## src/rtl/uart_pkg.sv

```systemverilog
`timescale 1ns/1ps
`default_nettype none
// ============================================================================
// Module      : uart_pkg
// Description : Shared state, parity and width constants for the UART blocks.
// Revision    : 1.0 - initial release
// ============================================================================
package uart_pkg;

    localparam logic [2:0] ST_IDLE   = 3'd0;
    localparam logic [2:0] ST_START  = 3'd1;
    localparam logic [2:0] ST_DATA   = 3'd2;
    localparam logic [2:0] ST_PARITY = 3'd3;
    localparam logic [2:0] ST_STOP   = 3'd4;

    localparam logic [1:0] PAR_NONE  = 2'b00;
    localparam logic [1:0] PAR_EVEN  = 2'b01;
    localparam logic [1:0] PAR_ODD   = 2'b10;

    localparam int unsigned MIN_WIDTH = 5;

endpackage
`default_nettype wire

```

## src/rtl/uart_baud_gen.sv

```systemverilog
`timescale 1ns/1ps
`default_nettype none
// ============================================================================
// Module      : uart_baud_gen
// Description : Clocks-per-bit divisor counter; tick on the last clock of a bit.
// Revision    : 1.0 - initial release
// ============================================================================
module uart_baud_gen #(
    parameter int DIV_WIDTH = 16
) (
    input  logic                 clk,
    input  logic                 rstn,
    input  logic                 clear,
    input  logic                 enable,
    input  logic [DIV_WIDTH-1:0] div,
    output logic                 tick
);

    localparam logic [DIV_WIDTH-1:0] c_ONE = DIV_WIDTH'(1);

    logic [DIV_WIDTH-1:0] r_cnt;

    // tick must not depend on clear: clear is derived from the FSM next state, which uses tick
    assign tick = enable && (r_cnt == (div - c_ONE));

    always_ff @(posedge clk or negedge rstn) begin
        if (!rstn) begin
            r_cnt <= '0;
        end else if (clear) begin
            r_cnt <= '0;
        end else if (enable) begin
            r_cnt <= tick ? '0 : (r_cnt + c_ONE);
        end
    end

endmodule
`default_nettype wire

```

## src/rtl/uart_tx_frame.sv

```systemverilog
`timescale 1ns/1ps
`default_nettype none
// ============================================================================
// Module      : uart_tx_frame
// Description : UART transmitter with per-frame width/parity/stop/divisor and
//               valid/ready payload input supporting zero-gap streaming.
// Revision    : 1.0 - initial release
// ============================================================================
module uart_tx_frame #(
    parameter int MAX_DATA_WIDTH = 8,
    parameter int DIV_WIDTH      = 16,
    parameter int RST_DIV        = 1085
) (
    input  logic                      clk,
    input  logic                      rstn,
    input  logic                      s_valid,
    output logic                      s_ready,
    input  logic [MAX_DATA_WIDTH-1:0] s_data,
    input  logic [3:0]                cfg_width,
    input  logic [1:0]                cfg_parity,
    input  logic                      cfg_stop2,
    input  logic [DIV_WIDTH-1:0]      cfg_div,
    output logic                      tx,
    output logic                      tx_busy,
    output logic                      tx_done
);
    import uart_pkg::*;

    localparam logic [3:0]           c_MIN_W   = 4'(MIN_WIDTH);
    localparam logic [3:0]           c_MAX_W   = 4'(MAX_DATA_WIDTH);
    localparam logic [DIV_WIDTH-1:0] c_TWO     = DIV_WIDTH'(2);
    localparam logic [DIV_WIDTH-1:0] c_RST_DIV = DIV_WIDTH'(RST_DIV);

    logic [2:0]                r_state;
    logic [MAX_DATA_WIDTH-1:0] r_shift;
    logic [3:0]                r_bit_cnt;
    logic [3:0]                r_width_m1;
    logic                      r_parity_en;
    logic                      r_parity_bit;
    logic                      r_stop2;
    logic [DIV_WIDTH-1:0]      r_div;
    logic                      r_tx;
    logic                      r_done;

    logic [2:0]                w_state_next;
    logic [MAX_DATA_WIDTH-1:0] w_shift_next;
    logic [3:0]                w_cnt_next;
    logic                      w_done_next;
    logic                      w_tx_next;
    logic                      w_tick;
    logic                      w_stop_last;
    logic                      w_accept;
    logic [3:0]                w_width_eff;
    logic [MAX_DATA_WIDTH-1:0] w_masked;
    logic                      w_par_xor;

    uart_baud_gen #(
        .DIV_WIDTH (DIV_WIDTH)
    ) u_baud (
        .clk    (clk),
        .rstn   (rstn),
        .clear  (w_state_next != r_state),
        .enable (r_state != ST_IDLE),
        .div    (r_div),
        .tick   (w_tick)
    );

    assign w_stop_last = (r_bit_cnt == {3'b000, r_stop2});
    assign s_ready     = (r_state == ST_IDLE) || ((r_state == ST_STOP) && w_stop_last && w_tick);
    assign w_accept    = s_valid && s_ready;
    assign w_width_eff = ((cfg_width < c_MIN_W) || (cfg_width > c_MAX_W)) ? c_MAX_W : cfg_width;

    // Parity is computed at accept over the effective width only
    always_comb begin
        w_masked = '0;
        for (int i = 0; i < MAX_DATA_WIDTH; i++) begin
            w_masked[i] = (4'(i) < w_width_eff) ? s_data[i] : 1'b0;
        end
        w_par_xor = ^w_masked;
    end

    always_comb begin
        w_state_next = r_state;
        w_shift_next = r_shift;
        w_cnt_next   = r_bit_cnt;
        w_done_next  = 1'b0;
        case (r_state)
            ST_IDLE: begin
                w_cnt_next = '0;
                if (s_valid) begin
                    w_state_next = ST_START;
                end
            end
            ST_START: begin
                if (w_tick) begin
                    w_state_next = ST_DATA;
                    w_cnt_next   = '0;
                end
            end
            ST_DATA: begin
                if (w_tick) begin
                    w_shift_next = {1'b0, r_shift[MAX_DATA_WIDTH-1:1]};
                    if (r_bit_cnt == r_width_m1) begin
                        w_state_next = r_parity_en ? ST_PARITY : ST_STOP;
                        w_cnt_next   = '0;
                    end else begin
                        w_cnt_next   = r_bit_cnt + 4'd1;
                    end
                end
            end
            ST_PARITY: begin
                if (w_tick) begin
                    w_state_next = ST_STOP;
                    w_cnt_next   = '0;
                end
            end
            ST_STOP: begin
                if (w_tick) begin
                    if (w_stop_last) begin
                        w_done_next  = 1'b1;
                        w_cnt_next   = '0;
                        w_state_next = s_valid ? ST_START : ST_IDLE;
                    end else begin
                        w_cnt_next   = r_bit_cnt + 4'd1;
                    end
                end
            end
            default: begin
                w_state_next = ST_IDLE;
                w_cnt_next   = '0;
            end
        endcase
    end

    // Line level is registered from the next state so the start bit begins the cycle after accept
    always_comb begin
        case (w_state_next)
            ST_START:  w_tx_next = 1'b0;
            ST_DATA:   w_tx_next = w_shift_next[0];
            ST_PARITY: w_tx_next = r_parity_bit;
            default:   w_tx_next = 1'b1;
        endcase
    end

    always_ff @(posedge clk or negedge rstn) begin
        if (!rstn) begin
            r_state      <= ST_IDLE;
            r_shift      <= '0;
            r_bit_cnt    <= '0;
            r_width_m1   <= '0;
            r_parity_en  <= 1'b0;
            r_parity_bit <= 1'b0;
            r_stop2      <= 1'b0;
            r_div        <= '0;
            r_tx         <= 1'b1;
            r_done       <= 1'b0;
        end else begin
            r_state   <= w_state_next;
            r_bit_cnt <= w_cnt_next;
            r_tx      <= w_tx_next;
            r_done    <= w_done_next;
            if (w_accept) begin
                r_shift      <= s_data;
                r_width_m1   <= w_width_eff - 4'd1;
                r_parity_en  <= (cfg_parity == PAR_EVEN) || (cfg_parity == PAR_ODD);
                r_parity_bit <= (cfg_parity == PAR_ODD) ? ~w_par_xor : w_par_xor;
                r_stop2      <= cfg_stop2;
                r_div        <= (cfg_div < c_TWO) ? c_RST_DIV : cfg_div;
            end else begin
                r_shift      <= w_shift_next;
            end
        end
    end

    assign tx      = r_tx;
    assign tx_busy = (r_state != ST_IDLE);
    assign tx_done = r_done;

endmodule
`default_nettype wire
```

## config.mk

```make
export PLATFORM = sky130hd
export DESIGN_NAME = uart_tx_frame
export DESIGN_NICKNAME = d
export VERILOG_FILES = /design/src/rtl/uart_pkg.sv /design/src/rtl/uart_baud_gen.sv /design/src/rtl/uart_tx_frame.sv
export SDC_FILE = /design/constraint.sdc
export NUM_CORES = 1
export LEC_CHECK = 0
export CAP_MARGIN = 20
export CORE_MARGIN = 3
export CORE_UTILIZATION = 40
export CTS_BUF_LIST = sky130_fd_sc_hd__clkbuf_4 sky130_fd_sc_hd__clkbuf_8
export CTS_CLUSTER_SIZE = 16
export DETAILED_ROUTE_END_ITERATION = 6
export GPL_TIMING_DRIVEN = 0
export HOLD_SLACK_MARGIN = 0.08
export PLACE_DENSITY = 0.7
export SETUP_SLACK_MARGIN = 0.02
export SYNTH_ARGS = -nofsm -noshare
export SYNTH_HDL_FRONTEND = slang
export SYNTH_HIERARCHICAL = 1
export SYNTH_SLANG_ARGS = --single-unit
```

## constraint.sdc

```tcl
create_clock -name clk -period 4.8 [get_ports clk]
set_clock_uncertainty 0.05 [all_clocks]
set_input_delay 0.72 -clock clk [delete_from_list [all_inputs] [get_ports clk]]
set_output_delay 0.72 -clock clk [all_outputs]
set_load 0.01 [all_outputs]
```

Word-level counts from Yosys, hierarchy flattened --
Index checks and enable logic that the tools add are counted.
Word-level totals: register bits 56, input port bits 34, output and inout bits 4, word-level logic and storage cells 97
Operators by class: add/sub/neg operators 4, $lt $le $gt $ge 11, equality and inequality tests 16, mux-type cells 37, bitwise gates (word level) 1, reduce and logical (&&, ||, !) cells 16
Operator list (count):
- $mux 16 | 4
- $mux 3 | 8
- $mux 4 | 6
- $mux 8 | 3
- $add 16x1->16 const B | 1
- $eq 16x16->1 | 1
- $lt 16x2->1 const B | 1
- $lt 3x4->1 const A | 4
- $sub 16x1->16 const B | 1
- $pmux 3 s5 | 1
- $mux 1 | 13
- $eq 3x2->1 const B | 4
- $pmux 4 s3 | 1
- $lt 1x4->1 const A | 2
- $lt 2x4->1 const A | 2
- $reduce_xor 8->1 | 1
- $eq 3x1->1 const B | 2
- $ne 2x1->1 const B | 3
- $reduce_bool 2->1 | 3
- $add 4x1->4 const B | 1
- $eq 4x1->1 | 1
- $eq 4x4->1 | 1
- $gt 4x4->1 const B | 1
- $logic_and 1x1->1 | 4
- 14 further kinds | 16

Depth between registers and ports, before layout --
Gate-level depths: netlist of run 1.
depth in word-level cells 8, mapped depth 19

Cells and area by module --
The synthesis of run 1 kept the hierarchy.
By module, submodules not included:
- uart_tx_frame | instances 1, cells an instance 232, area an instance 2114.5 um^2
- uart_baud_gen | instances 1, cells an instance 195, area an instance 1629.1 um^2

Least setup slack after synthesis of run 1 --
OpenSTA, ideal clock, no wires.
path type register -> register, start reg r_div[2], end reg u_baud.r_cnt[12], setup time 0.131 ns, arrival time 3.636 ns, data required time 4.619 ns, setup slack 0.982 ns, cell stages (with the launch flop) 16, clock period less this slack 3.818 ns, cell sequence dfrtp_1 or3_1 buf_2 nor3_2 nand4_1 a2111oi_0 nand2_1 a211oi_1 nand2_1 nor3_1 buf_2 a21oi_1 a21oi_1 o21a_1 buf_2 nor4_1
On the way: cells in the longest elaborated chain, start to end 7, elaborated cells between the ends (all ways) 13
RTL lines:
- start, declared | line uart_tx_frame.sv:41 | logic [DIV_WIDTH-1:0] r_div;
- start signal, assigned | line uart_tx_frame.sv:168 | r_div <= (cfg_div < c_TWO) ? c_RST_DIV : cfg_div;
- $sub 16x1->16 (*) | line uart_baud_gen.sv:24 | assign tick = enable && (r_cnt == (div - c_ONE));
- $eq 16x16->1 (*) | line uart_baud_gen.sv:24
- $logic_and 1x1->1 (*) | line uart_baud_gen.sv:24
- via w_tick | line uart_tx_frame.sv:50 | logic w_tick;
- $mux 3, on equally long branches
- $pmux 3 s5 | line uart_tx_frame.sv:87 | case (r_state)
- $ne 3x3->1 | line uart_tx_frame.sv:62 | .clear (w_state_next != r_state),
- $mux 16 / $reduce_bool 2->1 (equally long branches)
- end signal, assigned | line uart_baud_gen.sv:32 | r_cnt <= tick ? '0 : (r_cnt + c_ONE);
- end, declared | line uart_baud_gen.sv:21 | logic [DIV_WIDTH-1:0] r_cnt;
Mark *: on every way through the listed nets, which the timed path passes. The rest lies on a longest branch. The select of a mux whose other input is x is not followed. A chain may end at the register's enable or synchronous reset.

Final worst setup path of run 1 --
start reg r_div[2], end out s_ready
On the way: cells in the longest elaborated chain, start to end 5
RTL lines:
- $sub 16x1->16 | line uart_baud_gen.sv:24
- $eq 16x16->1 | line uart_baud_gen.sv:24
- $logic_and 1x1->1 | line uart_baud_gen.sv:24
- via w_tick | line uart_tx_frame.sv:50
- $logic_and 1x1->1 | line uart_tx_frame.sv:69 | assign s_ready = (r_state == ST_IDLE) || ((r_state == ST_STOP) && w_stop_last && w_tick);
- $logic_or 1x1->1 | line uart_tx_frame.sv:69
- end, declared | line uart_tx_frame.sv:17 | output logic s_ready,
The timed path passes the listed nets, and every way through them passes these cells.

==> impl_results.md, run 1 <==
* Status: finished clean
* Final Core Density at 49.3%
* Post-synthesis xor/xnor area fraction at 7.12%
* Nets at 513
* Routed WL at 8420 um
* Wire per inst at 14.5 um
* Synth warn at 6
* Hold crit path type: primary input to async pin
* Share of cells above drive strength 1 at 11.6%
* Clock slew at reported path FFs at 0.10 ns
* Sequential share of the synthesized area at 37.5%
* Sink Count at 56
* Final HPWL DP at 6470 um
* Max-cap violations at 0
* Die area at 10600 um^2
* Crit share post-route at 94.8%
* RSZ-0062 raised after global routing: no
* Ys async rst share at 100%
* Drt pass-1 iters at 4
* FF-to-FF setup slack at 0.39 ns
* Vias in the first global route at 3132
* Setup TNS Final at 0 ns
* Pre-CTS setup slack at 0.212 ns
* Die Wd at 103 um
* FF/Latch Area at 1400 um^2
* Core Region at 8890 um^2
* TritonCTS buffer count at 5
* Worst-Margin Slew at 0.490 ns
* Synth unique cells at 65
* Post-synthesis net count at 468
* First-pass GRT wire length at 14800 um
* Largest net degree at the start of global routing at 39
* Die Height at 103 um
* Setup-failing EPs final at 0
* EDFF count, synth at 0
* Ys flop type: dfrtp_1
* Cell count after synthesis at 427
* Via-to-Cell Ratio at 5.59
* # H-tree levels at 2
* Initial Util at 42.1%
* Compound-Gate Fraction of Synth Area at 16.8%
* Normalized max-slew margin at 67.2%
* Max Clk Rate at 0.220 GHz
* IO Pins at 38
* Drt drc at 0
* Via Count at 3248
* Leakage dissipation at 2.02 nW
* Simple-Gate Fraction of Synth Area at 29.3%
* Drt initial violations at 159
* Pwr per Cell Area at 185 nW/um^2
* Area Growth Syn to Fin at 17.0%
* Total congestion overflow at 0
* Clock Latency Late Sink at 0.31 ns
* All-Layer GR Usage at 17.3%
* Peak supply drop at 0.000118 V
* WS Path Type: register to primary output
* CTS Buffer Depth at 2
* Post-synthesis adder-cell area fraction at 2.34%
* Most common cell after layout, fill and taps aside: nand2_1
* Main combinational cell family by area after synthesis: simple AND/OR/NAND/NOR gates
* Multiplexer area fraction after synthesis at 2.41%
* Antenna violations before repair at 0
* #FFs+latches synth at 56
* Mean Syn Cell Area at 8.77 um^2
* Antenna Cells at 0
* Root buf cell: clkbuf_8
* Most frequent cells in the layout: nand2_1 (83), dfrtp_1 (55), clkdlybuf4s50_1 (36)
* CTS tree: yes
* Worst setup margin at 0.250 ns
* I/O Buffers at 37
* Antenna Violating Nets Remaining at 0
* # rows at 34
* RePlAce Congestion at 0.855
* Mapped Area at 3740 um^2
* Max-slew violations at 0
* Worst R2R Path Depth at 15
* Data required, critical path at 4.03 ns
* Final min period at 4.55 ns
* Filler cells at 845
* Final Hold Fails at 0
* Footprint of the multi-input gates at 2190 um^2
* Critical path peak fanout at 8
* Worst setup EP type: primary output
* Startpoint Class: register
* Critical path arrival at 3.78 ns
* Hold_buf cts at 0
==> final cells by class <==
| cell class | count | share of cell area [%] |
|---|---|---|
| Clock inverter | 2 | 0.343 |
| Multi-Input combinational cell | 336 | 50.0 |
| Sequential cell | 56 | 32.0 |
| Clock buffer | 6 | 1.89 |
| Timing Repair Buffer | 38 | 8.80 |
| Inverter | 14 | 1.20 |
| Tap cell | 108 | 3.08 |
| Buffer | 21 | 2.68 |
==> synth_stat cells, drive strengths merged (6+ instances only) <==
cell | count | area, um^2
nand2 | 83 | 312
dfrtp | 55 | 1380
nor2 | 28 | 105
o21ai | 20 | 104
nor3 | 16 | 105
nor4 | 16 | 153
a21oi | 15 | 78.8
xnor2 | 15 | 131
buf | 14 | 91.3
inv | 14 | 52.6
nand3 | 14 | 70.1
xor2 | 12 | 113
mux2i | 9 | 90.1
nand2b | 9 | 56.3
a21o | 8 | 61.3
a22o | 7 | 62.6
clkbuf | 7 | 26.3
ha | 7 | 87.6
nand4 | 7 | 43.8
nand3b | 6 | 45.0
o31ai | 6 | 65.1
==> what timing repair did <==
| item | in CTS | in global routing |
|---|---|---|
| cloned | 0 | 0 |
| pin swaps | 0 | 0 |
| setup buffers | 0 | 0 |
| gates resized for setup | 1 | 3 |
| setup endpoints to repair | 1 | 2 |
==> logic make-up after synthesis <==
group | Yosys count
and+or+nand+nor | 207
xor gates and xnor gates | 28
buffers and inverters | 35
AOI/OAI and AO/OA | 85
muxes | 9
DFF | 56
adders and majority gates | 7
==> worst max-delay path, cell delays in order, from the launching register on <==
cell and delay [ns]:
dfrtp_1 0.48, or3_1 0.39, buf_2 0.17, nor3_2 0.29, nand4_1 0.19, a2111oi_0 0.45, nand2_1 0.16, a211oi_4 0.36
nand3_2 0.19, o21ai_0 0.23, clkdlybuf4s50_1 0.57
==> metal layers <==
layer	GRT usage [%]	wire length, um	up-vias
met5	0	0	-
met4	5.18	101	0
met3	2.37	322	8
met2	27.4	3810	74
met1	24.9	4190	1558
li1	-	-	1608
==> where the power goes <==
group / switching [W] / internal [W]
registers: 0 / 0.000471
clock network: 0.000157 / 0.000117
logic: 0.0000284 / 0.0000369
==> metrics by stage <==
stage	std cells	instance area (um^2)	hold WS, ns	total power (W)
final	581	4380	0.304	0.000811
after global routing	581	4380	0.326	0.000844
after CTS	581	4370	0.311	0.000822
after detailed placement	573	4260	0.417	0.000547
after global placement	572	4250	0.411	0.000544
after floorplan	427	3740	0.374	0.000500
==> registers in the layout, indices dropped and copies added (netlist names) <==
register,cells
r_shift,8
r_width_m1,4
tx_done,1
r_parity_bit,1
r_parity_en,1
r_div,16
r_stop2,1
u_baud/r_cnt,16
tx,1
r_state,3
r_bit_cnt,4
==> worst paths after layout <==
path,startpoint,to
hold reg to reg,r_shift[2],r_shift[2]
setup / recovery,r_div[2],s_ready
setup reg to reg,r_div[2],u_baud/r_cnt[14]
hold / removal,rstn,r_bit_cnt[2]
max in group asynchronous,rstn,r_shift[0]
min in group clk,r_shift[2],r_shift[2]
(Power assumes the default switching activity.)
==> run 2, diff against run 1 <==
--- a/config.mk
+++ b/config.mk
@@ -12,7 +12,6 @@
 export CTS_CLUSTER_SIZE = 16
 export DETAILED_ROUTE_END_ITERATION = 6
 export GPL_TIMING_DRIVEN = 0
-export HOLD_SLACK_MARGIN = 0.08
 export PLACE_DENSITY = 0.7
 export SETUP_SLACK_MARGIN = 0.02
 export SYNTH_ARGS = -nofsm -noshare
==> results of run 2 <==
The final DEF is identical to that of run 1; final timing and power are the same.
